<file path="config.mk">
export PLATFORM = sky130hd
export DESIGN_NAME = instr_encoder_flat
export DESIGN_NICKNAME = d
export VERILOG_FILES = /design/src/rtl/instr_encoder_if.sv /design/src/rtl/instr_encoder.sv /design/src/flat_wrapper.sv
export SDC_FILE = /design/constraint.sdc
export NUM_CORES = 1
export LEC_CHECK = 0
export BUFFER_PORTS_ARGS = -buffer_cell sky130_fd_sc_hd__buf_2
export CORE_MARGIN = 2
export CORE_UTILIZATION = 55
export CTS_CLUSTER_DIAMETER = 200
export DETAILED_ROUTE_END_ITERATION = 10
export PLACE_DENSITY = 0.8
export SLEW_MARGIN = 25
export SYNTH_ARGS = -nofsm -noshare
export SYNTH_HDL_FRONTEND = slang
export SYNTH_SLANG_ARGS = --single-unit
</file>
<file path="constraint.sdc">
create_clock -name clk -period 7.05 [get_ports clk]
set_input_delay 1.41 -clock clk [delete_from_list [all_inputs] [get_ports clk]]
set_output_delay 1.41 -clock clk [all_outputs]
set_load 0.005 [all_outputs]
</file>
<file path="src/rtl/instr_encoder_if.sv">
// instr_encoder_if: field-bundle input and packed-word output handshakes of the instruction encoder.
interface instr_encoder_if #(
    parameter int AW = 8
);
    logic          in_valid;
    logic          in_ready;
    logic          in_last;
    logic [6:0]    opcode;
    logic [2:0]    func3;
    logic [6:0]    func7;
    logic [4:0]    rs1;
    logic [4:0]    rs2;
    logic [4:0]    rd;
    logic [20:0]   imm;
    logic          out_valid;
    logic          out_ready;
    logic [AW-1:0] out_addr;
    logic [31:0]   out_instr;
    modport master (
        output in_valid, in_last, opcode, func3, func7, rs1, rs2, rd, imm, out_ready,
        input  in_ready, out_valid, out_addr, out_instr
    );
    modport slave (
        input  in_valid, in_last, opcode, func3, func7, rs1, rs2, rd, imm, out_ready,
        output in_ready, out_valid, out_addr, out_instr
    );
endinterface

</file>
<file path="src/rtl/instr_encoder.sv">
// instr_encoder: packs RV32 fields into instruction words and streams them with word addresses.
// Optional INSTR_ENCODER_STATS_EN adds saturating enc_count/rej_count outputs.
module instr_encoder #(
    parameter int AW = 8
) (
    input  logic           clk,
    input  logic           rst_n,
    input  logic           start,
    instr_encoder_if.slave bus,
    output logic           err,
    output logic [1:0]     err_code,
    output logic           busy,
    output logic           done
`ifdef INSTR_ENCODER_STATS_EN
    ,
    output logic [15:0]    enc_count,
    output logic [15:0]    rej_count
`endif
);
    typedef enum logic [1:0] {IDLE, LOAD, DRAIN, DONE} state_t;
    state_t          state_q, state_d;
    logic [AW-1:0]   addr_q, addr_d;
    logic [1:0]      cnt_q, cnt_d;
    logic            rp_q, rp_d, wp_q, wp_d;
    logic [AW+31:0]  mem_q [2];
    logic [AW+31:0]  mem_d [2];
    logic            err_q, err_d;
    logic [1:0]      code_q, code_d;
    logic            is_r, is_i, is_l, is_jalr, is_s, is_b, is_jal, known, f3_bad, imm_bad;
    logic [1:0]      code;
    logic [31:0]     instr;
    logic            accept, push, pop, clr;

    assign is_r    = bus.opcode == 7'b0110011;
    assign is_i    = bus.opcode == 7'b0010011;
    assign is_l    = bus.opcode == 7'b0000011;
    assign is_jalr = bus.opcode == 7'b1100111;
    assign is_s    = bus.opcode == 7'b0100011;
    assign is_b    = bus.opcode == 7'b1100011;
    assign is_jal  = bus.opcode == 7'b1101111;
    assign known   = is_r || is_i || is_l || is_jalr || is_s || is_b || is_jal;
    assign f3_bad  = ((is_s || is_l) && !(bus.func3 == 3'b000 || bus.func3 == 3'b010)) ||
                     (is_b && !(bus.func3 == 3'b000 || bus.func3 == 3'b100 || bus.func3 == 3'b101)) ||
                     (is_jalr && bus.func3 != 3'b000);
    assign imm_bad = is_jal ? bus.imm[20] : (!is_r && bus.imm[20:12] != 9'd0);
    assign code    = !known ? 2'b01 : f3_bad ? 2'b11 : imm_bad ? 2'b10 : 2'b00;

    // imm arrives in decoder format, so B/J offsets are already halved
    assign instr = is_r   ? {bus.func7, bus.rs2, bus.rs1, bus.func3, bus.rd, bus.opcode}
                 : is_s   ? {bus.imm[11:5], bus.rs2, bus.rs1, bus.func3, bus.imm[4:0], bus.opcode}
                 : is_b   ? {bus.imm[11], bus.imm[9:4], bus.rs2, bus.rs1, bus.func3, bus.imm[3:0], bus.imm[10], bus.opcode}
                 : is_jal ? {bus.imm[19], bus.imm[9:0], bus.imm[10], bus.imm[18:11], bus.rd, bus.opcode}
                 :          {bus.imm[11:0], bus.rs1, bus.func3, bus.rd, bus.opcode};

    assign bus.in_ready  = state_q == LOAD && cnt_q < 2'd2;
    assign bus.out_valid = cnt_q != 2'd0;
    assign {bus.out_addr, bus.out_instr} = mem_q[rp_q];
    assign accept = bus.in_valid && bus.in_ready;
    assign push   = accept && code == 2'b00;
    assign pop    = bus.out_valid && bus.out_ready;
    assign clr    = start && (state_q == IDLE || state_q == DONE);
    assign err      = err_q;
    assign err_code = code_q;
    assign busy     = state_q == LOAD || state_q == DRAIN;
    assign done     = state_q == DONE;

    always_comb begin
        mem_d = mem_q;
        if (push) mem_d[wp_q] = {addr_q, instr};
        wp_d    = wp_q ^ push;
        rp_d    = rp_q ^ pop;
        cnt_d   = cnt_q + 2'(push) - 2'(pop);
        addr_d  = clr ? '0 : push ? addr_q + AW'(1) : addr_q;
        err_d   = accept && code != 2'b00;
        code_d  = err_d ? code : code_q;
        state_d = clr ? LOAD
                : (state_q == LOAD && accept && (bus.in_last || (push && addr_q == '1))) ? DRAIN
                : (state_q == DRAIN && cnt_q == 2'd0) ? DONE
                : state_q;
    end

    always_ff @(posedge clk or negedge rst_n) begin
        if (!rst_n) begin
            state_q <= IDLE;
            addr_q  <= '0;
            cnt_q   <= '0;
            rp_q    <= 1'b0;
            wp_q    <= 1'b0;
            mem_q   <= '{default: '0};
            err_q   <= 1'b0;
            code_q  <= 2'b00;
        end else begin
            state_q <= state_d;
            addr_q  <= addr_d;
            cnt_q   <= cnt_d;
            rp_q    <= rp_d;
            wp_q    <= wp_d;
            mem_q   <= mem_d;
            err_q   <= err_d;
            code_q  <= code_d;
        end
    end

`ifdef INSTR_ENCODER_STATS_EN
    logic [15:0] enc_q, enc_d, rej_q, rej_d;
    always_comb begin
        enc_d = clr ? '0 : (push && enc_q != 16'hFFFF) ? enc_q + 16'd1 : enc_q;
        rej_d = clr ? '0 : (err_d && rej_q != 16'hFFFF) ? rej_q + 16'd1 : rej_q;
    end
    always_ff @(posedge clk or negedge rst_n) begin
        if (!rst_n) begin
            enc_q <= '0;
            rej_q <= '0;
        end else begin
            enc_q <= enc_d;
            rej_q <= rej_d;
        end
    end
    assign enc_count = enc_q;
    assign rej_count = rej_q;
`endif
endmodule
</file>
<file path="src/flat_wrapper.sv">
// flat-port wrapper written by rule: the top's interface ports become plain ports
module instr_encoder_flat 
#(
    parameter int AW = 8
)
  (clk, rst_n, start, err, err_code, busy, done, bus_in_valid, bus_in_last, bus_opcode, bus_func3, bus_func7, bus_rs1, bus_rs2, bus_rd, bus_imm, bus_out_ready, bus_in_ready, bus_out_valid, bus_out_addr, bus_out_instr);
  instr_encoder_if #(.AW(AW)) bus_i ();
  input  logic clk;
  input  logic rst_n;
  input  logic start;
  output logic err;
  output logic [1:0] err_code;
  output logic busy;
  output logic done;
  input wire logic [$bits(bus_i.in_valid)-1:0] bus_in_valid;
  input wire logic [$bits(bus_i.in_last)-1:0] bus_in_last;
  input wire logic [$bits(bus_i.opcode)-1:0] bus_opcode;
  input wire logic [$bits(bus_i.func3)-1:0] bus_func3;
  input wire logic [$bits(bus_i.func7)-1:0] bus_func7;
  input wire logic [$bits(bus_i.rs1)-1:0] bus_rs1;
  input wire logic [$bits(bus_i.rs2)-1:0] bus_rs2;
  input wire logic [$bits(bus_i.rd)-1:0] bus_rd;
  input wire logic [$bits(bus_i.imm)-1:0] bus_imm;
  input wire logic [$bits(bus_i.out_ready)-1:0] bus_out_ready;
  output wire logic [$bits(bus_i.in_ready)-1:0] bus_in_ready;
  output wire logic [$bits(bus_i.out_valid)-1:0] bus_out_valid;
  output wire logic [$bits(bus_i.out_addr)-1:0] bus_out_addr;
  output wire logic [$bits(bus_i.out_instr)-1:0] bus_out_instr;
  assign bus_i.in_valid = bus_in_valid;
  assign bus_i.in_last = bus_in_last;
  assign bus_i.opcode = bus_opcode;
  assign bus_i.func3 = bus_func3;
  assign bus_i.func7 = bus_func7;
  assign bus_i.rs1 = bus_rs1;
  assign bus_i.rs2 = bus_rs2;
  assign bus_i.rd = bus_rd;
  assign bus_i.imm = bus_imm;
  assign bus_i.out_ready = bus_out_ready;
  assign bus_in_ready = bus_i.in_ready;
  assign bus_out_valid = bus_i.out_valid;
  assign bus_out_addr = bus_i.out_addr;
  assign bus_out_instr = bus_i.out_instr;
  instr_encoder #(.AW(AW)) u_core (.clk(clk), .rst_n(rst_n), .start(start), .bus(bus_i), .err(err), .err_code(err_code), .busy(busy), .done(done));
endmodule
</file>
# After elaboration in Yosys (flattened, before gate mapping)
# Cells that the tools add are included.
# classes
n_reduce_logical	43
bitwise_logic	4
addsub	3
shifts	0
order_cmp	4
multipliers	0
mux	19
eq_ne	14
n_div	0
# op_table
operator	n
40-bit two-way mux	4
32-bit two-way mux	4
80-bit bitwise mux	1
40-bit demux with 1-bit select	1
7-bit equality test (second input constant)	3
8-bit two-way mux	2
1-bit logical AND	15
1-bit logical OR	15
7-bit by 6-bit equality test with 1-bit output (second input constant)	2
2-bit two-way mux	6
9-bit nonzero test	1
8-bit by 1-bit adder with 8-bit output (second input constant)	1
8-bit equality test (second input constant)	1
7-bit by 2-bit equality test with 1-bit output (second input constant)	1
7-bit by 5-bit equality test with 1-bit output (second input constant)	1
3-bit equality test (second input constant)	2
2-bit zero test	3
2-bit nonzero test	3
3-bit nonzero test	2
2-bit equality test (second input constant)	2
2-bit greater-or-equal comparator (second input constant)	2
1-bit NOT with 2-bit output	2
3-bit by 2-bit equality test with 1-bit output (second input constant)	1
1-bit zero test	3
8 further kinds	9
# totals
memories	0
ff_bits	97
romBits	0
latch_bits	0
mem_bits_rw	0
output_inout_bits	47

# Logic depth before layout (Yosys ltp)
# Gate-level depths: netlist of run 1.
# logic_depth
word_depth	16
depth_mapped	12

# Worst setup path after synthesis of run 1
# No wires, ideal clock.
# synth_timing
path_type	in2reg
from	input port bus_opcode[3]
to	register u_core.mem_q[1] (netlist bit)
path_buffers	5
setup_slack_ns	3.074
path_stages	11
arrival_ns	3.852
cell_sequence	buf_2 nor4b_2 o2bb2a_1 and2_0 clkbuf_1 clkbuf_1 nor2_1 ha_1 clkbuf_1 clkbuf_1 mux2_2
# synth_via
elab_chain_cells	10
word_cells_on_any_way	31
cone_classes	7 x eq/ne; 8 x mux; 16 x reduce/logical
# synth_rtl
element	line_no	text
from (decl)	flat_wrapper.sv:17	input wire logic [$bits(bus_i.opcode)-1:0] bus_opcode;
branches (longest 10 deep; another with 7-bit by 6-bit equality test with 1-bit output)	n/a	
to (signal assigned)	instr_encoder.sv:98	mem_q <= mem_d;
to (decl)	instr_encoder.sv:25	logic [AW+31:0] mem_q [2];
# Several ways; the timed one is not identified.
# A chain may end at the register's enable or synchronous reset.

# Worst setup path after layout of run 1
# layout_timing
from	input port bus_opcode[6]
to	register u_core.mem_q[7] (netlist bit)
# Same word-level chain as after synthesis.

==> metrics.yaml, run 1 <==
status: "complete, no violations"
gp_congestion: 0.7963
dr.pass1.iters: 5
cellLeakagePower_nw: 2.959
syn_nets: 499
crit_type: "in2reg"
dp_hpwl_um: 7669
fin_crit_sh_pct: 56.48
synth.top_cell.area_share_pct: 49.24
drv_cap: 0
cts_setup_buffers: 0
cp-startpoint: "bus_opcode[6]"
synth-seq-area-share_pct: 49.24
synth_ff_type: "dfrtp_1"
async_reset_ff_share_pct: 100.0
io_buffer_count: 105
drive_gt1_share_pct: 42.61
fin_nets: 590
fmax_mhz: 251.1
power_w: 0.001220
drcViolationCount: 0
tightest_slew_ns: 0.9914
cp.required_ns: 7.29
yosysMostFrequentCell: "dfrtp_1"
instances_no_fill: 636
routed_wl_um: 10980
die_h_um: 98.68
first_global_vias: 3709
die_w_um: 98.68
rr_endpoint: "u_core.mem_q[7]"
postSynthCellCount: 432
pin_count: 106
root_buffer: "clkbuf_8"
avgSynthCellArea_um2: 11.41
setup_viol: 0
pwr_density_cell_nw_per_um2: 213.1
utilization_pct: 65.65
grt_antenna_before_repair: 0
drv_slew: 0
cp-endpoint: "u_core.mem_q[7]"
peakVddDrop_mv: 0.2185
path_max_fanout: 53
drt-initial-drc-count: 141
dieArea_um2: 9737
hold-path-cell-count: 1
synthTopCellsByArea: "dfrtp_1 49%, mux2_2 21%, a21oi_1 5.2%"
numCtsBuffers: 9
grt_max_degree: 68
ctsHoldBuffers: 0
post-route-min-period_ns: 3.982
start_kind: "input pin"
clkSlewWorstSetupHoldPaths_ns: 0.09
ys_types: 43
syn_area_um2: 4930
num_vias: 3666
grt_overflow_total: 0
clock_latency_ns: 0.36
yosys-top-cells-count: "97 x dfrtp_1, 94 x mux2_2, 51 x a21oi_1, 48 x nor2_1, 19 x mux2i_1"
reg2reg_depth: 8
fin_setup_tns_ns: 0
synth_edf_count: 0
r2r_slack_ns: 3.86
pre_cts_ws_ns: 2.748
cp-end-kind: "flip-flop"
wl_per_cell_um: 17.26
grt_use_total_pct: 23.47
max_slew_margin_pct: 33.91
initial_utilization_pct: 56.53
hold_path.class: "reg2reg"
dp_cells: 620
clock_sinks: 97
area_delta_synth_final_pct: 16.14
final-hold-violation-count: 0
drt-vias-per-instance: 5.764
cts_buffer_depth: 2
coreArea_um2: 8721
fp-row-count: 34
ys_ff_latch: 97
crit_arrival_ns: 4.23
grt_pass1_wl_um: 18110
synth_top_cell_by_area: "dfrtp_1"
ys.warnings.count: 0
fin_ws_ns: 3.068
ant_nets: 0
insertedDiodeCount: 0
worstReg2RegStart: "u_core.state_q[1]"
rsz0062_at_grt: "no"
skew_ns: 0.01025
cts-htree-levels: 3
cts_tree: "done"
cts_resized: 0
registers in the layout, summed over array words and instances, names as in the netlist:
signal,flops
u_core.state_q,2
u_core.cnt_q,2
u_core.mem_q,80
u_core.err_code,2
u_core.rp_q,1
u_core.wp_q,1
u_core.err,1
u_core.addr_q,8
kinds of logic (layout without fill, tap and decap cells):
| group | count (synthesis) | after routing | synth area share (%) |
|---|---|---|---|
| simple gates | 96 | 96 | 9.899 |
| mux | 113 | 113 | 25.33 |
| xor+xnor | 3 | 3 | 0.5331 |
| flops | 97 | 97 | 49.24 |
| fa+ha+maj | 8 | 8 | 2.031 |
| buf+inv | 38 | 134 | 3.147 |
| compound gates | 77 | 77 | 9.822 |
worst max-delay path, stage by stage:
cell and delay [ns]:
buf_2 0.31, nand3b_1 0.23, a2111oi_4 0.59, nand3_4 0.21, nor2_1 0.38, ha_4 0.64
mux2_2 0.41
where the power goes:
| group | total, W | internal, W | leakage (nW) | switching, W |
|---|---|---|---|---|
| combinational | 0.000204 | 0.000108 | 1.53 | 0.0000960 |
| sequential | 0.000644 | 0.000581 | 1.33 | 0.0000634 |
| clock | 0.000371 | 0.000176 | 0.100 | 0.000195 |
| total | 0.00122 | 0.000866 | 2.96 | 0.000354 |
metrics by stage:
stage	instance area [µm²]	hold slack [ns]
after floorplan	4930	0.4736
after global placement	5500	0.4833
after detailed placement	5520	0.4921
after CTS	5725	0.5122
after global routing	5725	0.5227
final	5725	0.5079
worst min-delay path by stage:
stage                  startpoint                  to  slack (ns)
2_1_floorplan  u_core.err_code[0]  u_core.err_code[0]        0.47
3_3_place_gp      u_core.mem_q[1]     u_core.mem_q[1]        0.48
3_5_place_dp     u_core.mem_q[33]    u_core.mem_q[33]        0.49
4_1_cts           u_core.mem_q[1]     u_core.mem_q[1]        0.51
5_1_grt           u_core.mem_q[1]     u_core.mem_q[1]        0.52
6_report          u_core.mem_q[9]     u_core.mem_q[9]        0.51
area by class of cell:
cell class	instances	area (µm²)
multi-input cells	297	2372
fillers	674	2995
repair buffers	107	543.0
inverters	11	41.29
clock inverters	5	63.81
flip-flops and latches	97	2429
well taps	108	135.1
clock buffers	11	141.4
layout by cell type, fill, tap and decap left out, types with 3 or more instances in the layout:
cell type and instances:
nand2_1 13, a21oi_1 51, nand3b_1 4, o31ai_1 6, and2_1 3, a222oi_1 5
nand3_1 4, nor2_1 48, inv_1 11, buf_2 104, nor2b_1 3, mux2_2 94
mux2i_1 19, o21ai_0 3, dfrtp_1 96, ha_1 6, buf_4 3, or4_1 6
clkbuf_8 10
metal layers:
layer	GRT usage (%)	part of all wire, %
met2	37.00	48
met4	8.535	1.8
met3	2.908	5.2
met1	33.77	45
met5	0	0
No activity file was read; power rests on OpenSTA's default activity.
==> run 2, diff against run 1 <==
--- a/config.mk
+++ b/config.mk
@@ -7,10 +7,10 @@
 export LEC_CHECK = 0
 export BUFFER_PORTS_ARGS = -buffer_cell sky130_fd_sc_hd__buf_2
 export CORE_MARGIN = 2
-export CORE_UTILIZATION = 55
+export CORE_UTILIZATION = 49
 export CTS_CLUSTER_DIAMETER = 200
 export DETAILED_ROUTE_END_ITERATION = 10
-export PLACE_DENSITY = 0.8
+export PLACE_DENSITY = 0.76
 export SLEW_MARGIN = 25
 export SYNTH_ARGS = -nofsm -noshare
 export SYNTH_HDL_FRONTEND = slang
==> constraint.sdc (replaced) <==
create_clock -name clk -period 3.5 [get_ports clk]
set_input_delay 0.7 -clock clk [delete_from_list [all_inputs] [get_ports clk]]
set_output_delay 0.7 -clock clk [all_outputs]
set_load 0.005 [all_outputs]
==> run 2 against run 1 <==
Against the previous run:
- power grew 100%
- die area grew 12%
- cell count up 5.5%
- clock skew fell by 0.0011 ns
- combinational power increased by 140%
- via count grew 1.5%
- sequential power increased by 94%
- worst setup slack worse by 2.4 ns
- cell area up 1.8%
- flip-flop and latch count is the same
==> metrics.yaml, run 2 (synthesized netlist as in run 1, its figures left out) <==
grt_pass1_wl_um: 18800  # +3.8%
hold_path.class: "in2async"
initial_utilization_pct: 50.44  # -6.1 points
slowest_stage: "a2111oi_4"
layout_common_cells: "104 x buf_2, 96 x dfrtp_1, 94 x mux2_2"
power_w: 0.002491  # +100%
cts_setup_buffers: 0  # unchanged
largest_reg_flops: 80  # unchanged
clkSlewWorstSetupHoldPaths_ns: 0.10  # about the same
fin_crit_sh_pct: 81.27
grt_use_total_pct: 21.52  # -1.9 points
grt_overflow_total: 0  # unchanged
clock_sinks: 97  # unchanged
status: "complete, no violations"
numCtsBuffers: 9  # unchanged
biggestRegsByFlops: "u_core.mem_q: 80 flops, u_core.addr_q: 8 flops"
insertedDiodeCount: 0  # unchanged
grt_max_degree: 67  # -1.5%
dr.pass1.iters: 6  # +1
area_delta_synth_final_pct: 18.25
io_buffer_count: 105  # unchanged
dieArea_um2: 10880  # +12%
cts_tree: "done"
routed_wl_um: 11230  # +2.3%
drt-initial-drc-count: 227  # +61%
start_kind: "flip-flop"
crit_arrival_ns: 3.14  # -1.09 ns
root_buffer: "clkbuf_8"
peakVddDrop_mv: 0.3500  # +60%
fp-row-count: 36  # +5.9%
pwr_density_cell_nw_per_um2: 427.4  # +100%
wl_per_cell_um: 16.73  # -3.1%
fin_setup_tns_ns: 0  # unchanged
setup_viol: 0  # unchanged
cellLeakagePower_nw: 3.017  # +1.9%
tightest_slew_ns: 0.8463  # -0.1451 ns
num_vias: 3720  # +1.5%
drt-vias-per-instance: 5.544  # -3.8%
top_register: "u_core.mem_q"
crit_type: "reg2reg"
coreArea_um2: 9774  # +12%
final_common_cell: "buf_2"
die_w_um: 104.3  # +5.7%
clock_latency_ns: 0.37  # about the same
cpPeakStageDelay_ns: 0.52  # -0.12 ns
ctsHoldBuffers: 0  # unchanged
rsz0062_at_grt: "no"
ant_nets: 0  # unchanged
fmax_mhz: 351.6
post-route-min-period_ns: 2.844
drv_slew: 0  # unchanged
cp-end-kind: "flip-flop"
drv_cap: 0  # unchanged
gp_congestion: 0.8433  # +5.9%
die_h_um: 104.3  # +5.7%
skew_ns: 0.009145  # -0.001104 ns
drive_gt1_share_pct: 43.87  # +1.3 points
grt_antenna_before_repair: 0  # unchanged
max_slew_margin_pct: 43.58  # +9.7 points
final-hold-violation-count: 0  # unchanged
cp.required_ns: 3.79  # -3.50 ns
cts_resized: 0  # unchanged
fin_nets: 600  # +1.7%
path_cells: "inv_1 > ha_1 > nand3b_1 > a2111oi_4 > nand3_4 > nor2_1 > ha_2 > buf_4 > buf_4 > nor2_1 > a21oi_1"
cts_buffer_depth: 2  # unchanged
pin_count: 106  # unchanged
cts-htree-levels: 3  # unchanged
path_max_fanout: 26  # -51%
drcViolationCount: 0  # unchanged
first_global_vias: 3735  # +0.70%
dp_hpwl_um: 8260  # +7.7%
## run 2: cell types whose count changed in the layout (fill, tap and decap cells not counted), sizes merged
cell | previous run | this run
buf | 107 | 117
inv | 12 | 14
clkbuf | 11 | 10
clkinv | 2 | 1
## run 2: worst max-delay path, delay by kind of cell (launching register included)
family,cells,cell delay (ns)
simple gates,4,0.70
flops,1,0.41
compound gates,2,0.65
fa+ha+maj,2,0.38
buf+inv,3,0.61
## run 2: worst paths after layout
| path | start | end | slack (ns) | cells past startpoint |
|---|---|---|---|---|
| max | u_core.state_q[1] | u_core.mem_q[63] | 0.66 | 11 |
| min | rst_n | u_core.mem_q[9] | 0.42 | 1 |
| max reg2reg | u_core.state_q[1] | u_core.mem_q[63] | 0.66 | 11 |
| min reg2reg | u_core.err_code[1] | u_core.err_code[1] | 0.51 | 1 |
| max in group asynchronous | rst_n | u_core.mem_q[61] | 2.39 | 2 |
| min in group clk | u_core.err_code[1] | u_core.err_code[1] | 0.51 | 1 |
## run 2: through the flow
step / instance area [µm²] / utilization [%] / setup slack, ns / hold slack, ns / cells
floorplan: 4930 / - / 0.2337 / 0.4044 / 432
global placement: 5619 / 57.49 / 0.4829 / 0.4799 / 655
detailed placement: 5619 / 57.49 / 0.3608 / 0.4842 / 655
CTS: 5829 / 59.64 / 0.6260 / 0.4474 / 671
global route: 5829 / 59.64 / 0.3229 / 0.4814 / 671
finish: 5829 / 59.64 / 0.6557 / 0.4167 / 671
## run 2: metal layers
| metal | global-route usage (%) | wire [µm] |
|---|---|---|
| met3 | 3.822 | 568 |
| met2 | 34.50 | 5376 |
| met4 | 6.178 | 152 |
| met5 | 0 | 0 |
| met1 | 30.06 | 5128 |
## run 2: power by group
| part | internal, W | total [W] | switching [W] |
|---|---|---|---|
| combinational | 0.000230 | 0.000483 | 0.000253 |
| sequential | 0.00117 | 0.00125 | 0.0000758 |
| clock | 0.000359 | 0.000762 | 0.000403 |
## run 2: cell type report
cell class,count,area (µm²)
Clock buffer,10,137.6
Clock inverter,6,72.57
Fill cell,836,3945
Inverter,11,41.29
Multi-Input combinational cell,297,2352
Sequential cell,97,2429
Tap cell,133,166.4
Timing Repair Buffer,117,630.6
